## config.mk

```make
export PLATFORM = sky130hd
export DESIGN_NAME = uart_mem_bridge
export DESIGN_NICKNAME = d
export VERILOG_FILES = /design/src/rtl/uart_mem_bridge.sv
export SDC_FILE = /design/constraint.sdc
export NUM_CORES = 1
export LEC_CHECK = 0
export ABC_CLOCK_PERIOD_IN_PS = 12300
export CAP_MARGIN = 20
export CORE_ASPECT_RATIO = 0.5
export CORE_UTILIZATION = 58
export DETAILED_ROUTE_END_ITERATION = 12
export DONT_BUFFER_PORTS = 1
export PLACE_DENSITY = 0.86
export SYNTH_ARGS = -nofsm -noshare
export SYNTH_HDL_FRONTEND = slang
export SYNTH_SLANG_ARGS = --single-unit
export TNS_END_PERCENT = 30
```

## constraint.sdc

```tcl
create_clock -name clk_i -period 12.3 [get_ports clk_i]
set_clock_uncertainty 0.1 [all_clocks]
set_input_delay 1.23 -clock clk_i [delete_from_list [all_inputs] [get_ports clk_i]]
set_output_delay 1.23 -clock clk_i [all_outputs]
set_load 0.01 [all_outputs]
```

## src/rtl/uart_mem_bridge.sv

```systemverilog
// uart_mem_bridge
//
// CPU-side master for the UART memory protocol. A single native memory request
// from the core is turned into a command frame on the byte-wide TX stream. The
// bridge then collects the response from the RX stream and completes the request
// with a one-cycle mem_ready_o pulse. Only one request is outstanding at a time.
// Any protocol problem sets err_o. A timed-out read returns ErrWord, so the core
// never waits forever.
//
// Frames (multi-byte fields least-significant byte first):
//   read  : TX 77, addr[4]          ; RX data[4]
//   write : TX {2,wstrb}, addr[4], wdata[4] ; RX ack (C8)
//
// Ports:
//   clk_i, reset_i            clock, asynchronous active-high reset
//   mem_valid_i/mem_ready_o   core request valid / one-cycle completion pulse
//   mem_addr_i, mem_wdata_i   byte address, write data
//   mem_wstrb_i               byte strobes, 0 = read
//   mem_rdata_o               read data, held between reads
//   tx_tdata_o/tvalid/tready  byte stream towards the UART transmitter
//   rx_tdata_i/tvalid/tready  byte stream from the UART receiver (always ready)
//   err_o                     sticky protocol error, cleared only by reset
//
// state     | meaning
// ----------+-------------------------------------------------------------
// IDLE      | waiting for mem_valid_i; request fields are latched on accept
// SEND_CMD  | command byte on TX
// SEND_ADDR | four address bytes on TX
// SEND_DATA | four write-data bytes on TX (writes only)
// RECV_DATA | collecting four read-data bytes, timeout armed
// RECV_ACK  | waiting for the single ack byte, timeout armed
// DONE      | mem_ready_o pulse; no new request is accepted here

module uart_mem_bridge #(
    parameter int unsigned TimeoutCycles = 1000000,
    parameter logic [31:0] ErrWord       = 32'h00100073
) (
    input  logic        clk_i,
    input  logic        reset_i,
    input  logic        mem_valid_i,
    output logic        mem_ready_o,
    input  logic [31:0] mem_addr_i,
    input  logic [31:0] mem_wdata_i,
    input  logic [3:0]  mem_wstrb_i,
    output logic [31:0] mem_rdata_o,
    output logic [7:0]  tx_tdata_o,
    output logic        tx_tvalid_o,
    input  logic        tx_tready_i,
    input  logic [7:0]  rx_tdata_i,
    input  logic        rx_tvalid_i,
    output logic        rx_tready_o,
    output logic        err_o
);

    typedef enum logic [2:0] {
        IDLE,
        SEND_CMD,
        SEND_ADDR,
        SEND_DATA,
        RECV_DATA,
        RECV_ACK,
        DONE
    } state_t;

    localparam logic [7:0] ReadCmd = 8'h77;
    localparam logic [7:0] AckByte = 8'hC8;

    // The timer is a down-counter reloaded with TimeoutCycles-1 whenever a byte
    // moves (TX outside the receive states, or RX). It expires at the terminal
    // count of 1, so a silent responder completes exactly TimeoutCycles cycles
    // after the last byte that moved on either stream.
    localparam int unsigned TimerW       = (TimeoutCycles > 1) ? $clog2(TimeoutCycles) : 1;
    localparam int unsigned TimerLoadInt = (TimeoutCycles > 0) ? TimeoutCycles - 1 : 0;
    localparam logic [TimerW-1:0] TimerLoad = TimerW'(TimerLoadInt);

    state_t             state_q;
    state_t             state_d;
    logic [1:0]         byte_idx_q;
    logic [31:0]        addr_q;
    logic [31:0]        wdata_q;
    logic [3:0]         wstrb_q;
    logic [23:0]        rx_buf_q;
    logic [31:0]        rdata_q;
    logic               err_q;
    logic [TimerW-1:0]  timer_q;

    logic               is_write;
    logic               in_recv;
    logic               last_byte;
    logic               timer_expired;
    logic               tx_fire;

    assign is_write  = (wstrb_q != 4'h0);
    assign in_recv   = (state_q == RECV_DATA) || (state_q == RECV_ACK);
    assign last_byte = (byte_idx_q == 2'd3);
    assign tx_fire   = tx_tvalid_o && tx_tready_i;

    // A byte arriving on the terminal-count cycle wins over the timeout.
    assign timer_expired = (TimeoutCycles != 0) && in_recv && !rx_tvalid_i &&
                           ((timer_q == '0) || (timer_q == TimerW'(1)));

    assign mem_rdata_o = rdata_q;
    assign err_o       = err_q;
    assign rx_tready_o = 1'b1;

    always_ff @(posedge clk_i or posedge reset_i) begin
        if (reset_i) begin
            state_q <= IDLE;
        end else begin
            state_q <= state_d;
        end
    end

    // TX outputs are decoded from the state so a reset drops tx_tvalid_o at once
    // and the byte stays stable for as long as the state is stalled on tready.
    always_comb begin
        state_d     = state_q;
        tx_tvalid_o = 1'b0;
        tx_tdata_o  = 8'h00;
        mem_ready_o = 1'b0;
        case (state_q)
            IDLE: begin
                if (mem_valid_i) begin
                    state_d = SEND_CMD;
                end
            end
            SEND_CMD: begin
                tx_tvalid_o = 1'b1;
                tx_tdata_o  = is_write ? {4'h2, wstrb_q} : ReadCmd;
                if (tx_tready_i) begin
                    state_d = SEND_ADDR;
                end
            end
            SEND_ADDR: begin
                tx_tvalid_o = 1'b1;
                tx_tdata_o  = addr_q[{byte_idx_q, 3'b000} +: 8];
                if (tx_tready_i && last_byte) begin
                    state_d = is_write ? SEND_DATA : RECV_DATA;
                end
            end
            SEND_DATA: begin
                tx_tvalid_o = 1'b1;
                tx_tdata_o  = wdata_q[{byte_idx_q, 3'b000} +: 8];
                if (tx_tready_i && last_byte) begin
                    state_d = RECV_ACK;
                end
            end
            RECV_DATA: begin
                if ((rx_tvalid_i && last_byte) || timer_expired) begin
                    state_d = DONE;
                end
            end
            RECV_ACK: begin
                if (rx_tvalid_i || timer_expired) begin
                    state_d = DONE;
                end
            end
            DONE: begin
                mem_ready_o = 1'b1;
                state_d     = IDLE;
            end
            default: begin
                state_d = IDLE;
            end
        endcase
    end

    always_ff @(posedge clk_i or posedge reset_i) begin
        if (reset_i) begin
            byte_idx_q <= 2'd0;
            addr_q     <= 32'h0;
            wdata_q    <= 32'h0;
            wstrb_q    <= 4'h0;
            rx_buf_q   <= 24'h0;
            rdata_q    <= 32'h0;
            err_q      <= 1'b0;
            timer_q    <= '0;
        end else begin
            if ((state_q == IDLE) && mem_valid_i) begin
                addr_q  <= mem_addr_i;
                wdata_q <= mem_wdata_i;
                wstrb_q <= mem_wstrb_i;
            end

            // The index restarts on every state change, so each field begins at byte 0.
            if (state_d != state_q) begin
                byte_idx_q <= 2'd0;
            end else if ((tx_fire && ((state_q == SEND_ADDR) || (state_q == SEND_DATA))) ||
                         (rx_tvalid_i && (state_q == RECV_DATA))) begin
                byte_idx_q <= byte_idx_q + 2'd1;
            end

            // Partial read data is kept apart from rdata_q, so the core keeps
            // seeing the previous word until the new one is complete.
            if ((state_q == RECV_DATA) && rx_tvalid_i) begin
                case (byte_idx_q)
                    2'd0:    rx_buf_q[7:0]   <= rx_tdata_i;
                    2'd1:    rx_buf_q[15:8]  <= rx_tdata_i;
                    2'd2:    rx_buf_q[23:16] <= rx_tdata_i;
                    default: rdata_q         <= {rx_tdata_i, rx_buf_q};
                endcase
            end else if ((state_q == RECV_DATA) && timer_expired) begin
                rdata_q <= ErrWord;
            end

            if (rx_tvalid_i && !in_recv) begin
                err_q <= 1'b1;
            end
            if ((state_q == RECV_ACK) && rx_tvalid_i && (rx_tdata_i != AckByte)) begin
                err_q <= 1'b1;
            end
            if (timer_expired) begin
                err_q <= 1'b1;
            end

            if (!in_recv || rx_tvalid_i) begin
                timer_q <= TimerLoad;
            end else if (timer_q != '0) begin
                timer_q <= timer_q - TimerW'(1);
            end
        end
    end

endmodule
```

# Word-level counts from Yosys, hierarchy flattened
# Index checks and enable logic that the tools add are counted.
# classes
n_addsub	2
mul	0
n_div	0
n_lt_le_gt_ge	0
n_eq_ne	13
n_shift	2
mux	22
bitwise_logic	0
reduce_logical	36
# ops
cell	count
$mux 32	3
$shiftx 32x6->8	2
$mux 20	2
$pmux 8 s3	1
$mux 3	7
$eq 20x1->1 const B	1
$logic_not 20->1	1
$reduce_bool 20->1	1
$sub 20x1->20 const B	1
$pmux 3 s6	1
$logic_and 1x1->1	12
$eq 3x3->1 const B	3
$ne 8x8->1 const B	1
$reduce_and 2->1	4
$logic_or 1x1->1	7
$mux 7	1
$eq 3x2->1 const B	2
$reduce_bool 2->1	3
$reduce_or 3->1	2
$mux 1	5
$eq 2x2->1 const B	2
$mux 2	2
$reduce_bool 4->1	1
$eq 3x1->1 const B	1
8 further kinds	9
# word_totals
register_bits	150
latch_bits	0
ram_bits	0
romBits	0
input_bits	81
output_inout_bits	44
wordCells	86
n_memories	0

# Longest topological paths before layout
# depth
ltp_word	9
mapped_depth	7
mapped_depth_nobuf	6

# Worst setup path after synthesis
# OpenSTA, ideal clock, no wires.
# synth_path
kind	reg2out
startpoint	register byte_idx_q[1]
endpoint	output tx_tdata_o[3]
arrival_ns	2.184
t_required_ns	10.970
path_slack_ns	8.786
path_stages_with_launch	6
path_buffers	2
cell_sequence	dfrtp_1 -> clkbuf_1 -> buf_2 -> mux4_2 -> mux2_2 -> a22o_1
# synth_via
elab_chain_len	2
# synth_lines
item	line_no	rtl
from (decl)	78	logic [1:0] byte_idx_q;
from (signal assigned)	190	byte_idx_q <= byte_idx_q + 2'd1;
$shiftx 32x6->8, on equally long branches	143, 136	
$pmux 8 s3 (*)	121	case (state_q)
to (decl)	46	output logic [7:0] tx_tdata_o,
# Mark *: on every way between the ends. The rest lies on a longest branch, timed or not.

# Worst setup path in the final report
# layout_path
startpoint	register state_q[1]
endpoint	output tx_tdata_o[7]
# layout_via
elab_chain_len	2
# layout_lines
item	line_no	rtl
from (decl)	76	state_t state_q;
from (signal assigned)	110	state_q <= state_d;
$eq 3x2->1 or $eq 3x1->1 (tied branches)	121	
$pmux 8 s3 (*)	121	
# Marks and branches as above.

==> summary.txt <==
Cells and area
  • Layout cell share with drive strength beyond 1: 28.3%
  • Fillers: 793
  • Area growth syn-to-layout: 11.3%
  • Ant diodes: 0
  • # nets final: 667
  • Final Cell Area: 7750 µm²

Yosys
  • Main synth FF type: dfrtp_1
  • Sequential fraction of the synthesis area: 53.9%
  • Synth top area share: 53.9%
  • FFs w/ async S/R, synth: 100%
  • Yosys top cell by area: dfrtp_1
  • Post-synth top cells: 150 x dfrtp_1, 100 x mux2_2, 71 x nand2_1, 39 x o21ai_0, 27 x nor2_1
  • Post-synthesis compound-gate area fraction: 8.68%
  • Area share of and/or/nand/nor cells after synthesis: 12.0%
  • EDFF count, synth: 0
  • Post-synth net total: 672
  • #FFs+latches synth: 150
  • Yosys warnings: 0
  • Cell variety after synth: 59
  • Largest cells by area after synthesis: dfrtp_1 54%, mux2_2 16%, mux4_2 4.9%
  • Main combinational cell family by area after synthesis: multiplexers
  • Synth Area in Adders: 1.44%
  • Avg Inst Size Synth: 11.9 µm²
  • Synthesized cell area: 6970 µm²
  • Post-Synth XOR/XNOR Area: 0.126%
  • Mux cell area share after synthesis: 21.4%
  • Cells after Synth: 583
  • Most numerous cell in the Yosys netlist: dfrtp_1

STA
  • Slew Limit Fails: 0
  • Fmax: 229 MHz
  • Fin crit share: 35.5%
  • Post-Route Setup TNS: 0 ns
  • Minimum clock period: 4.37 ns
  • Setup violators final: 0
  • Worst-margin pin slew: 1.05 ns
  • Fin. Hold Viols: 0
  • RSZ-0062 raised after global routing: false
  • Slew margin rel.: 29.8%

Power and ir drop
  • Switching share of total power: 29.6%
  • Peak supply drop: 0.140 mV
  • Combinational fraction of design power: 25.9%
  • Sequential fraction of design power: 43.5%
  • Clk pwr share: 30.6%
  • Internal: 1.17 mW
  • Static Leak: 3.23 nW
  • Cell Pwr Density: 215 nW/µm²
  • P_sw: 494 µW

Drt
  • Antenna-violating nets left: 0
  • Vias/cell: 6.27
  • DRT Pass-1 Iters: 4
  • WL per Instance: 20.5 µm
  • Post-route DRC: 0
  • Via count: 4,702
  • Final wirelength: 15.4 mm
  • DRT iter0 DRCs: 419

Global routing
  • Initial antenna violation count: 1
  • Largest net degree at the start of global routing: 82
  • First-pass GRT wire length: 24.7 mm
  • Vias in the first global route: 4,650
  • Total track usage: 26.5%
  • Grt total ovfl: 0

Floorplan
  • Placement row count: 27
  • Boundary Pins: 125
  • Die width: 157 µm
  • Full die area: 12,500 µm²
  • Core Region: 11,400 µm²
  • Starting density of the core: 61.4%
  • Die height: 79.5 µm

Placement
  • Final RePlAce weighted congestion: 0.802
  • Post-DP HPWL: 9.97 mm
  • Buffers on Ports: 0
  • Dpl cell area: 7090 µm²

Critical path
  • Data required, critical path: 10.97 ns
  • CP Max Fanout: 17
  • WP data arrival: 3.04 ns
  • Critical Path Sink Type: output pin
  • Critical path type: reg -> out
  • Startpoint types: flop

CTS
  • CTS resizes: 0
  • Hold-fix buffers, CTS: 0
  • TritonCTS Sinks: 150
  • Clock Latency Late Sink: 0.42 ns
  • CTS max path bufs: 2
  • CTS tree: built
  • # Post-CTS Setup Buffers: 0
  • TritonCTS buffer count: 17
  • Reg clk slew, reported paths: 0.07 ns
  • Clock root buffer: clkbuf_16
  • H-tree lvl count: 4

Status
  • Status: complete, no violations

Job
  • Max-Cap Viols: 0

Min path
  • HP Class: reg -> reg
layout by cell type, fill, tap and decap left out, types with 2 or more instances in the layout:
| cell | count |
|---|---|
| ha_1 | 8 |
| nor2_1 | 27 |
| nand3_1 | 5 |
| mux2i_1 | 3 |
| clkinvlp_4 | 3 |
| a21o_1 | 3 |
| and3_1 | 3 |
| nand2b_1 | 5 |
| inv_1 | 8 |
| mux2_2 | 100 |
| a211oi_1 | 2 |
| dfrtp_1 | 150 |
| o21ai_1 | 2 |
| mux4_2 | 15 |
| nor2b_1 | 2 |
| nor4_1 | 6 |
| buf_4 | 3 |
| or3_1 | 6 |
| or4_1 | 7 |
| and2_1 | 2 |
| a22o_1 | 3 |
| o31ai_1 | 7 |
| a21bo_2 | 3 |
| clkbuf_16 | 17 |
| nand4_1 | 5 |
| o21ai_0 | 39 |
| nor4bb_1 | 2 |
| buf_16 | 3 |
| clkinv_4 | 2 |
| nor3_1 | 9 |
| nand3b_1 | 4 |
| a31oi_1 | 5 |
| nand2_1 | 71 |
| and4_1 | 4 |
| inv_6 | 7 |
| nor3_2 | 2 |
| a21oi_1 | 16 |
power by group through the flow:
stage / clock network, mW / registers, mW / logic, mW
detailed placement: 0 / 0.736 / 0.412
CTS: 0.516 / 0.731 / 0.418
finish: 0.510 / 0.725 / 0.432
floorplan: 0 / 0.686 / 0.369
global route: 0.540 / 0.742 / 0.468
global placement: 0 / 0.726 / 0.394
cell type report:
type / count / area, µm² / share of cell area (%)
Sequential cell: 150 / 3750 / 48.4
Clock inverter: 14 / 139 / 1.79
Clock buffer: 18 / 439 / 5.66
Inverter: 10 / 42.5 / 0.549
Tap cell: 159 / 199 / 2.57
Multi-Input combinational cell: 392 / 3060 / 39.5
Timing Repair Buffer: 7 / 120 / 1.55
layer usage:
layer	track usage (%)	vias up	wire length, µm
li1	-	2121	-
met4	10.2	2	334
met1	33.6	2359	6470
met2	41.7	190	7190
met3	9.66	30	1380
met5	0	-	11
flip-flops by register name, indices dropped and copies added, names as in the netlist:
name	count
byte_idx_q	2
addr_q	32
err_o	1
wstrb_q	4
mem_rdata_o	32
state_q	3
rx_buf_q	24
timer_q	20
wdata_q	32
critical path: stages (launching register included):
cell and delay, ns:
dfrtp_1 0.62, nand3b_1 0.77, mux4_2 0.76, and3_1 0.22
a31o_2 0.25
worst paths after layout:
| check | start | end | slack (ns) | depth (start not counted) |
|---|---|---|---|---|
| setup / recovery | state_q[1]$_DFF_PP0_ | tx_tdata_o[7] | 7.93 | 4 |
| hold / removal | rx_buf_q[10]$_DFFE_PP0P_ | mem_rdata_o[10]$_DFFE_PP0P_ | 0.38 | 2 |
| setup reg to reg | state_q[2]$_DFF_PP0_ | mem_rdata_o[24]$_DFFE_PP0P_ | 9.32 | 4 |
| hold reg to reg | rx_buf_q[10]$_DFFE_PP0P_ | mem_rdata_o[10]$_DFFE_PP0P_ | 0.38 | 2 |
| max in group asynchronous | reset_i | timer_q[4]$_DFFE_PP0P_ | 10.46 | 3 |
| min in group asynchronous | reset_i | rx_buf_q[6]$_DFFE_PP0P_ | 0.65 | 1 |
stage by stage:
step / utilization, % / total power, mW / worst slack, ns / cells / hold slack (ns)
floorplan: - / 1.06 / 6.93 / 583 / 0.344
global placement: 62.4 / 1.12 / 8.58 / 714 / 0.354
detailed placement: 62.5 / 1.15 / 8.48 / 715 / 0.363
CTS: 67.6 / 1.67 / 7.96 / 747 / 0.379
global route: 68.3 / 1.75 / 7.80 / 750 / 0.414
finish: 68.3 / 1.67 / 7.93 / 750 / 0.377
cell families (layout without fill, tap and decap cells):
logic type,after synthesis,count (layout)
mux,118,118
xor+xnor,1,1
flops,150,150
simple gates,168,168
other cells,1,1
fa+ha+maj,8,8
buf+inv,41,49
compound gates,96,96
Power figures use the tool's default switching activity.
